[src/rtl/ahb_master_if.sv]
// ahb_master_if: single-master AHB initiator behind a valid/ready command port.
// Define AHB_MASTER_WATCHDOG_EN to enable the data-phase wait-state watchdog.
module ahb_master_if #(
    parameter int MAX_RETRY      = 4,
    parameter int TIMEOUT_CYCLES = 16
) (
    input  logic        HCLK,
    input  logic        HRESETn,
    input  logic        cmd_valid,
    output logic        cmd_ready,
    input  logic        cmd_write,
    input  logic [13:0] cmd_addr,
    input  logic [7:0]  cmd_wdata,
    input  logic        cmd_lock,
    output logic        rsp_valid,
    output logic [7:0]  rsp_rdata,
    output logic        rsp_err,
    output logic        HBUSREQ,
    output logic        HLOCK,
    input  logic        HGRANT,
    output logic [13:0] HADDR,
    output logic [1:0]  HTRANS,
    output logic        HWRITE,
    output logic [1:0]  HSIZE,
    output logic [2:0]  HBURST,
    output logic [7:0]  HWDATA,
    input  logic [7:0]  HRDATA,
    input  logic        HREADY,
    input  logic [1:0]  HRESP
);

    localparam logic [1:0] HT_NONSEQ = 2'd0;
    localparam logic [1:0] HT_IDLE   = 2'd3;
    localparam logic [1:0] RSP_OKAY  = 2'b00;
    localparam logic [1:0] RSP_ERROR = 2'b01;

    localparam int RW = $clog2(MAX_RETRY + 2);

    typedef enum logic [2:0] {
        S_IDLE,
        S_REQ,
        S_ADDR,
        S_DATA,
        S_DONE
    } state_t;

    state_t          state_q, state_d;
    logic            wr_q, wr_d;
    logic [13:0]     addr_q, addr_d;
    logic [7:0]      wdata_q, wdata_d;
    logic            lock_q, lock_d;
    logic [RW-1:0]   rty_q, rty_d, rty_inc;
    logic            busreq_q, busreq_d;
    logic            hlock_q, hlock_d;
    logic [13:0]     haddr_q, haddr_d;
    logic [1:0]      htrans_q, htrans_d;
    logic            hwrite_q, hwrite_d;
    logic [7:0]      hwdata_q, hwdata_d;
    logic            rvalid_q, rvalid_d;
    logic [7:0]      rdata_q, rdata_d;
    logic            rerr_q, rerr_d;

`ifdef AHB_MASTER_WATCHDOG_EN
    localparam int WW = $clog2(TIMEOUT_CYCLES + 1);
    logic [WW-1:0]   wd_q, wd_d;
`endif

    assign cmd_ready = (state_q == S_IDLE);
    assign rsp_valid = rvalid_q;
    assign rsp_rdata = rdata_q;
    assign rsp_err   = rerr_q;
    assign HBUSREQ   = busreq_q;
    assign HLOCK     = hlock_q;
    assign HADDR     = haddr_q;
    assign HTRANS    = htrans_q;
    assign HWRITE    = hwrite_q;
    assign HSIZE     = 2'b00;
    assign HBURST    = 3'b000;
    assign HWDATA    = hwdata_q;

    // State and registered bus/user outputs, synchronous active-low reset
    always_ff @(posedge HCLK) begin
        if (!HRESETn) begin
            state_q  <= S_IDLE;
            wr_q     <= 1'b0;
            addr_q   <= '0;
            wdata_q  <= '0;
            lock_q   <= 1'b0;
            rty_q    <= '0;
            busreq_q <= 1'b0;
            hlock_q  <= 1'b0;
            haddr_q  <= '0;
            htrans_q <= HT_IDLE;
            hwrite_q <= 1'b0;
            hwdata_q <= '0;
            rvalid_q <= 1'b0;
            rdata_q  <= '0;
            rerr_q   <= 1'b0;
`ifdef AHB_MASTER_WATCHDOG_EN
            wd_q     <= '0;
`endif
        end else begin
            state_q  <= state_d;
            wr_q     <= wr_d;
            addr_q   <= addr_d;
            wdata_q  <= wdata_d;
            lock_q   <= lock_d;
            rty_q    <= rty_d;
            busreq_q <= busreq_d;
            hlock_q  <= hlock_d;
            haddr_q  <= haddr_d;
            htrans_q <= htrans_d;
            hwrite_q <= hwrite_d;
            hwdata_q <= hwdata_d;
            rvalid_q <= rvalid_d;
            rdata_q  <= rdata_d;
            rerr_q   <= rerr_d;
`ifdef AHB_MASTER_WATCHDOG_EN
            wd_q     <= wd_d;
`endif
        end
    end

    // Next-state and next-output decode for the transfer sequence
    always_comb begin
        state_d  = state_q;
        wr_d     = wr_q;
        addr_d   = addr_q;
        wdata_d  = wdata_q;
        lock_d   = lock_q;
        rty_d    = rty_q;
        rty_inc  = rty_q + RW'(1);
        busreq_d = busreq_q;
        hlock_d  = hlock_q;
        haddr_d  = haddr_q;
        htrans_d = htrans_q;
        hwrite_d = hwrite_q;
        hwdata_d = hwdata_q;
        rvalid_d = 1'b0;
        rdata_d  = rdata_q;
        rerr_d   = rerr_q;
`ifdef AHB_MASTER_WATCHDOG_EN
        wd_d     = '0;
`endif

        unique case (state_q)
            S_IDLE: begin
                if (cmd_valid) begin
                    wr_d     = cmd_write;
                    addr_d   = cmd_addr;
                    wdata_d  = cmd_wdata;
                    lock_d   = cmd_lock;
                    busreq_d = 1'b1;
                    hlock_d  = cmd_lock;
                    state_d  = S_REQ;
                end
            end
            S_REQ: begin
                if (HGRANT && HREADY) begin
                    haddr_d  = addr_q;
                    htrans_d = HT_NONSEQ;
                    hwrite_d = wr_q;
                    state_d  = S_ADDR;
                end
            end
            S_ADDR: begin
                if (HREADY) begin
                    htrans_d = HT_IDLE;
                    if (wr_q) begin
                        hwdata_d = wdata_q;
                    end
                    busreq_d = lock_q;
                    state_d  = S_DATA;
                end
            end
            S_DATA: begin
                if (HRESP == RSP_ERROR) begin
                    rerr_d   = 1'b1;
                    rvalid_d = 1'b1;
                    state_d  = S_DONE;
                end else if (HRESP[1]) begin
                    // RETRY and SPLIT both re-arbitrate; SPLIT just sees a late grant
                    rty_d = rty_inc;
                    if (rty_inc > RW'(MAX_RETRY)) begin
                        rerr_d   = 1'b1;
                        rvalid_d = 1'b1;
                        state_d  = S_DONE;
                    end else begin
                        busreq_d = 1'b1;
                        state_d  = S_REQ;
                    end
                end else if (HREADY) begin
                    if (!wr_q) begin
                        rdata_d = HRDATA;
                    end
                    rerr_d   = 1'b0;
                    rvalid_d = 1'b1;
                    state_d  = S_DONE;
                end else begin
`ifdef AHB_MASTER_WATCHDOG_EN
                    if (wd_q == WW'(TIMEOUT_CYCLES - 1)) begin
                        rerr_d   = 1'b1;
                        rvalid_d = 1'b1;
                        state_d  = S_DONE;
                    end else begin
                        wd_d = wd_q + WW'(1);
                    end
`endif
                end
            end
            S_DONE: begin
                busreq_d = 1'b0;
                hlock_d  = 1'b0;
                rty_d    = '0;
                state_d  = S_IDLE;
            end
            default: begin
                state_d = S_IDLE;
            end
        endcase
    end

endmodule

[config.mk]
export PLATFORM = sky130hd
export DESIGN_NAME = ahb_master_if
export DESIGN_NICKNAME = d
export VERILOG_FILES = /design/src/rtl/ahb_master_if.sv
export SDC_FILE = /design/constraint.sdc
export NUM_CORES = 1
export LEC_CHECK = 0
export CORE_MARGIN = 5
export CORE_UTILIZATION = 67
export DETAILED_ROUTE_END_ITERATION = 10
export DONT_BUFFER_PORTS = 1
export GPL_TIMING_DRIVEN = 0
export HOLD_SLACK_MARGIN = 0.1
export PLACE_DENSITY = 0.8
export SETUP_SLACK_MARGIN = 0.05
export SLEW_MARGIN = 20
export SYNTH_ARGS = -nofsm -noshare
export SYNTH_HDL_FRONTEND = slang
export SYNTH_SLANG_ARGS = --single-unit
[constraint.sdc]
create_clock -name HCLK -period 3.7 [get_ports HCLK]
set_input_delay 0.74 -clock HCLK [delete_from_list [all_inputs] [get_ports HCLK]]
set_output_delay 0.74 -clock HCLK [all_outputs]
set_load 0.01 [all_outputs]
Word level (Yosys, flattened, before mapping)

Index checks and enable logic that the tools add are counted.

Register bits after elaboration: 67
Latch bits: 0
Memory bits (writable): 0
Bits in read-only memories: 0
Input bits: 39
Output and inout bits: 43
Word-level logic and storage cells: 81
Memories: 0

Add/subtract/negate cells: 1
Multipliers: 0
Div/mod/pow operators: 0
$lt $le $gt $ge: 1
Eq/ne operators: 13
Shift-type cells: 0
Multiplexer cells: 30
Bitwise logic cells: 3
Reduce and logical (&&, ||, !) cells: 18

Operator list:

| cell                | number |
|---|---|
| $mux 3              | 9 |
| $mux 1              | 14 |
| $ne 2x2->1 const B  | 6 |
| $pmux 3 s4          | 1 |
| $reduce_and 3->1    | 4 |
| $reduce_and 2->1    | 4 |
| $eq 3x2->1 const B  | 2 |
| $pmux 3 s2          | 1 |
| $reduce_and 6->1    | 1 |
| $reduce_bool 2->1   | 3 |
| $reduce_and 5->1    | 1 |
| $mux 2              | 2 |
| $ne 4x4->1 const B  | 1 |
| $pmux 1 s4          | 1 |
| $pmux 2 s2          | 1 |
| $reduce_and 4->1    | 1 |
| $reduce_bool 4->1   | 1 |
| $add 3x1->3 const B | 1 |
| $eq 3x1->1 const B  | 1 |
| $eq 3x3->1 const B  | 1 |
| $gt 3x3->1 const B  | 1 |
| $logic_not 3->1     | 1 |
| $ne 3x1->1 const B  | 1 |
| $not 1->1           | 3 |
| other kinds (4)     | 4 |

Logic depth before layout (Yosys ltp)

Depth in word-level cells: 6
Mapped depth: 7
Depth with buffers taken out: 5

Least setup slack after synthesis

Ideal clock, no wire load.

Kind: in2reg
From: input HREADY
To: register rdata_q[0], in the netlist rsp_rdata[0]
Library setup time: 0.116 ns
Data arrival time: 1.630 ns
Data required time: 3.584 ns
Setup slack: 1.954 ns
Stages on the path: 6
Path buffers: 2
Cells stage by stage: buf_2 > nand2_1 > and4bb_1 > buf_6 > mux2i_1 > nor2b_1

Word-level cells in the longest chain between the ends: 1

RTL lines:

| what                       | line | text |
|---|---|---|
| start, declared            | 28   | `input logic HREADY,` |
| $reduce_and 5->1 (no line) | --   |  |
| end signal, assigned       | 116  | `rdata_q <= rdata_d;` |
| end, declared              | 60   | `logic [7:0] rdata_q, rdata_d;` |

No other way between the ends.
A chain may end at the register's enable or synchronous reset.

Final worst setup path

From: register state_q[2]
To: output cmd_ready

Word-level cells in the longest chain between the ends: 1

RTL lines:

| what                   | line | text |
|---|---|---|
| start, declared        | 47   | `state_t state_q, state_d;` |
| start signal, assigned | 103  | `state_q <= state_d;` |
| $logic_not 3->1        | 68   | `assign cmd_ready = (state_q == S_IDLE);` |
| end, declared          | 10   | `output logic cmd_ready,` |

No other way between the ends.

==> impl_results.md <==
- Maximum fanout along the worst path: 8
- Initial Util: 70.0%
- Sequential element share of the synthesized area: 46.5%
- Met1 GRT Util: 28.8%
- 1st-iter DRT viols: 101
- Floorplan Core Area: 4060 sq um
- Port bufs: 0
- WS Path Type: reg -> out
- Sw frac: 23.4%
- Syn. warnings: 0
- GPL Wtd Cong: 0.818
- Worst R2R Setup Slack: 2.10 ns
- Most common cell in the netlist: dfxtp_1
- Clock power frac: 45.2%
- Die area: 5640 sq um
- Synth top area cells: dfxtp_1 (46%), mux2i_1 (12%), nand2_1 (7.5%), nor2b_1 (7.5%), a21boi_1 (5.5%)
- NumNets Final: 354
- Routed Antenna Nets: 0
- Drt first pass iters: 4
- Slew Limit Fails: 0
- Internal: 0.00127 W
- Leak: 1.35 nW
- Die Y: 75.1 um
- CP Capture Type: output port
- Clk sinks: 66
- Slew HR: 64.6%
- Hold_sp: addr_q[13]
- Detailed placement HPWL: 4150 um
- Met3 Resource Use GR: 8.81%
- Clk_skew: 0.00629 ns
- Hold crit path type: reg -> reg
- Hold Path Sink: addr_q[13]
- R2r endpoint: wdata_q[2]
- FMAX: 557 MHz
- Die X: 75.1 um
- Initial antenna violation count: 0
- Ys flop type: dfxtp_1
- Arrival time worst endpoint: 1.06 ns
- Fin area: 3170 sq um
- Total Wirelength: 6020 um
- Synthesized area per cell: 9.54 sq um
- Num CTS Buffers: 9
- Num ports: 82
- Startpoint class of the critical path: flip-flop
- Area grow syn2layout: 11.5%
- CTS tree: done
- Area leader, netlist: dfxtp_1
- # setup viols final: 0
- Post_cts resized: 0
- Setup tns final: 0 ns
- M2 GR Usage: 36.3%
- Max VDD drop: 0.355 mV
- Post-synth top area share: 46.5%
- Final period util: 48.5%
- Flops & latches, synth: 66
- Net switching power: 0.000389 W
- Yosys cell types: 40
- Row cnt: 23
- RR Startpoint: state_q[2]
- Drt wl/cell: 16.4 um
- Via count: 2,054
- Clock Pin Slew Worst Setup and Hold Paths: 0.07 ns
- FF-to-FF path depth: 6
- First-pass GRT wire length: 9660 um
- CTS max path bufs: 2
- Status: completed
- Congestion Overflow GR: 0
- Synth Cell Area: 2840 sq um
- Fraction of layout cells with a size suffix above 1: 11.9%
- Slew @ Worst Pin: 0.532 ns
- Htree depth: 3
- Gr usage total: 23.1%
- Largest net degree at the start of global routing: 13
- EDFF count, synth: 0
- Max Cap Viol: 0
- Placed cell area: 2920 sq um
- Sequential power share: 45.5%
- Drt drc: 0
- Worst Path Required: 2.96 ns
- Vias in the first global route: 2,011
- Worst hold path depth: 2
- PwrDens: 525 nW/um^2
- RSZ-0062 raised after global routing: no
- Comb pwr share: 9.3%
- Via/cell ratio: 5.58
- Final hold violation count: 0
- Root Buffer: clkbuf_8
- Top cells by count, synth: dfxtp_1 (66), nand2_1 (57), nor2b_1 (34)
- Hold buffer count at cts: 0
- Number of setup buffers added after CTS: 0
- Most crowded layer after global routing: met2
- Ant diodes: 0
- Clock latency at the later pin of the worst-skew pair: 0.34 ns
- Final min period: 1.80 ns
- Async set-reset flop share out of synthesis: 0%
- Syn Inst Count: 298
power groups by stage:
stage | sequential (W) | combinational [W] | clock, W
floorplan | 0.000769 | 0.000124 | 0
global placement | 0.000772 | 0.000149 | 0
global route | 0.000760 | 0.000172 | 0.000800
detailed placement | 0.000773 | 0.000152 | 0
CTS | 0.000757 | 0.000154 | 0.000758
finish | 0.000757 | 0.000154 | 0.000751
stage by stage:
stage | hold slack, ns | power [W] | util, % | worst slack (ns) | instances
finish | 0.456 | 0.00166 | 78.1 | 1.90 | 368
global route | 0.473 | 0.00173 | 78.1 | 1.85 | 368
CTS | 0.457 | 0.00167 | 78.1 | 1.89 | 368
detailed placement | 0.447 | 0.000925 | 71.9 | 1.80 | 352
global placement | 0.440 | 0.000921 | 71.9 | 1.82 | 352
floorplan | 0.434 | 0.000893 | - | 1.95 | 302
cell families (layout without fill, tap and decap cells):
family,Yosys count,after routing,synth area share (%)
AND/OR/NAND/NOR,119,119,22.0
buffers and inverters,27,43,6.43
other,1,5,0.132
flip-flops,66,66,46.5
adder cells (fa/ha/maj),2,2,0.881
AO/OA/AOI/OAI,49,49,12.1
multiplexers,33,33,11.6
XOR/XNOR,1,1,0.308
final cells by class:
type | count | area, sq um
flip-flops and latches | 66 | 1320
multi-input cells | 209 | 1350
clock inverters | 6 | 111
plain buffers | 27 | 183
fillers | 286 | 890
clock buffers | 10 | 138
well taps | 50 | 62.6
sequential cells by signal, summed over array words and instances (netlist names):
signal and count:
HLOCK 1, HADDR 14, state_q 3, wdata_q 8
HWDATA 8, rty_q 3, rsp_rdata 8, addr_q 14
lock_q 1, wr_q 1, HWRITE 1, rsp_valid 1
rsp_err 1, HBUSREQ 1, HTRANS 1
worst max-delay path: stages, from the launching register on:
cell and delay (ns):
dfxtp_1 0.31, buf_6 0.14, nor3_4 0.27
placed cells by master, fill, tap and decap left out, types with 2 or more instances in the layout:
| cell type | Yosys | final |
|---|---|---|
| ha_1 | 2 | 2 |
| mux2i_1 | 33 | 33 |
| o21a_1 | 2 | 2 |
| buf_4 | 9 | 9 |
| buf_6 | 6 | 6 |
| a21oi_1 | 3 | 3 |
| dfxtp_1 | 66 | 66 |
| buf_2 | 2 | 2 |
| nor3_1 | 4 | 4 |
| and3_1 | 2 | 2 |
| conb_1 | 1 | 5 |
| o21ai_0 | 9 | 9 |
| a21boi_1 | 21 | 21 |
| nor2_1 | 9 | 9 |
| nor2b_1 | 34 | 34 |
| and2_1 | 2 | 2 |
| bufinv_16 | 0 | 3 |
| o211ai_1 | 2 | 2 |
| clkbuf_8 | 0 | 10 |
| nand2_1 | 57 | 57 |
| a21boi_0 | 4 | 4 |
| clkbuf_1 | 10 | 10 |
routing by layer:
metal | vias to the layer above | share of wire [%]
met5 | - | 0
met4 | 0 | 1.2
met3 | 7 | 11
met2 | 73 | 47
met1 | 956 | 41
li1 | 1018 | -
worst max path at each step:
stage,start,end,slack [ns],depth (start not counted)
floorplan,HREADY,rsp_rdata[0],1.95,6
finish,state_q[2],cmd_ready,1.90,2
CTS,state_q[2],cmd_ready,1.89,2
global placement,HREADY,rsp_rdata[3],1.82,6
detailed placement,HREADY,rsp_rdata[4],1.80,6
global route,state_q[2],cmd_ready,1.85,2
Note: power is estimated with default switching activity, not from simulation.
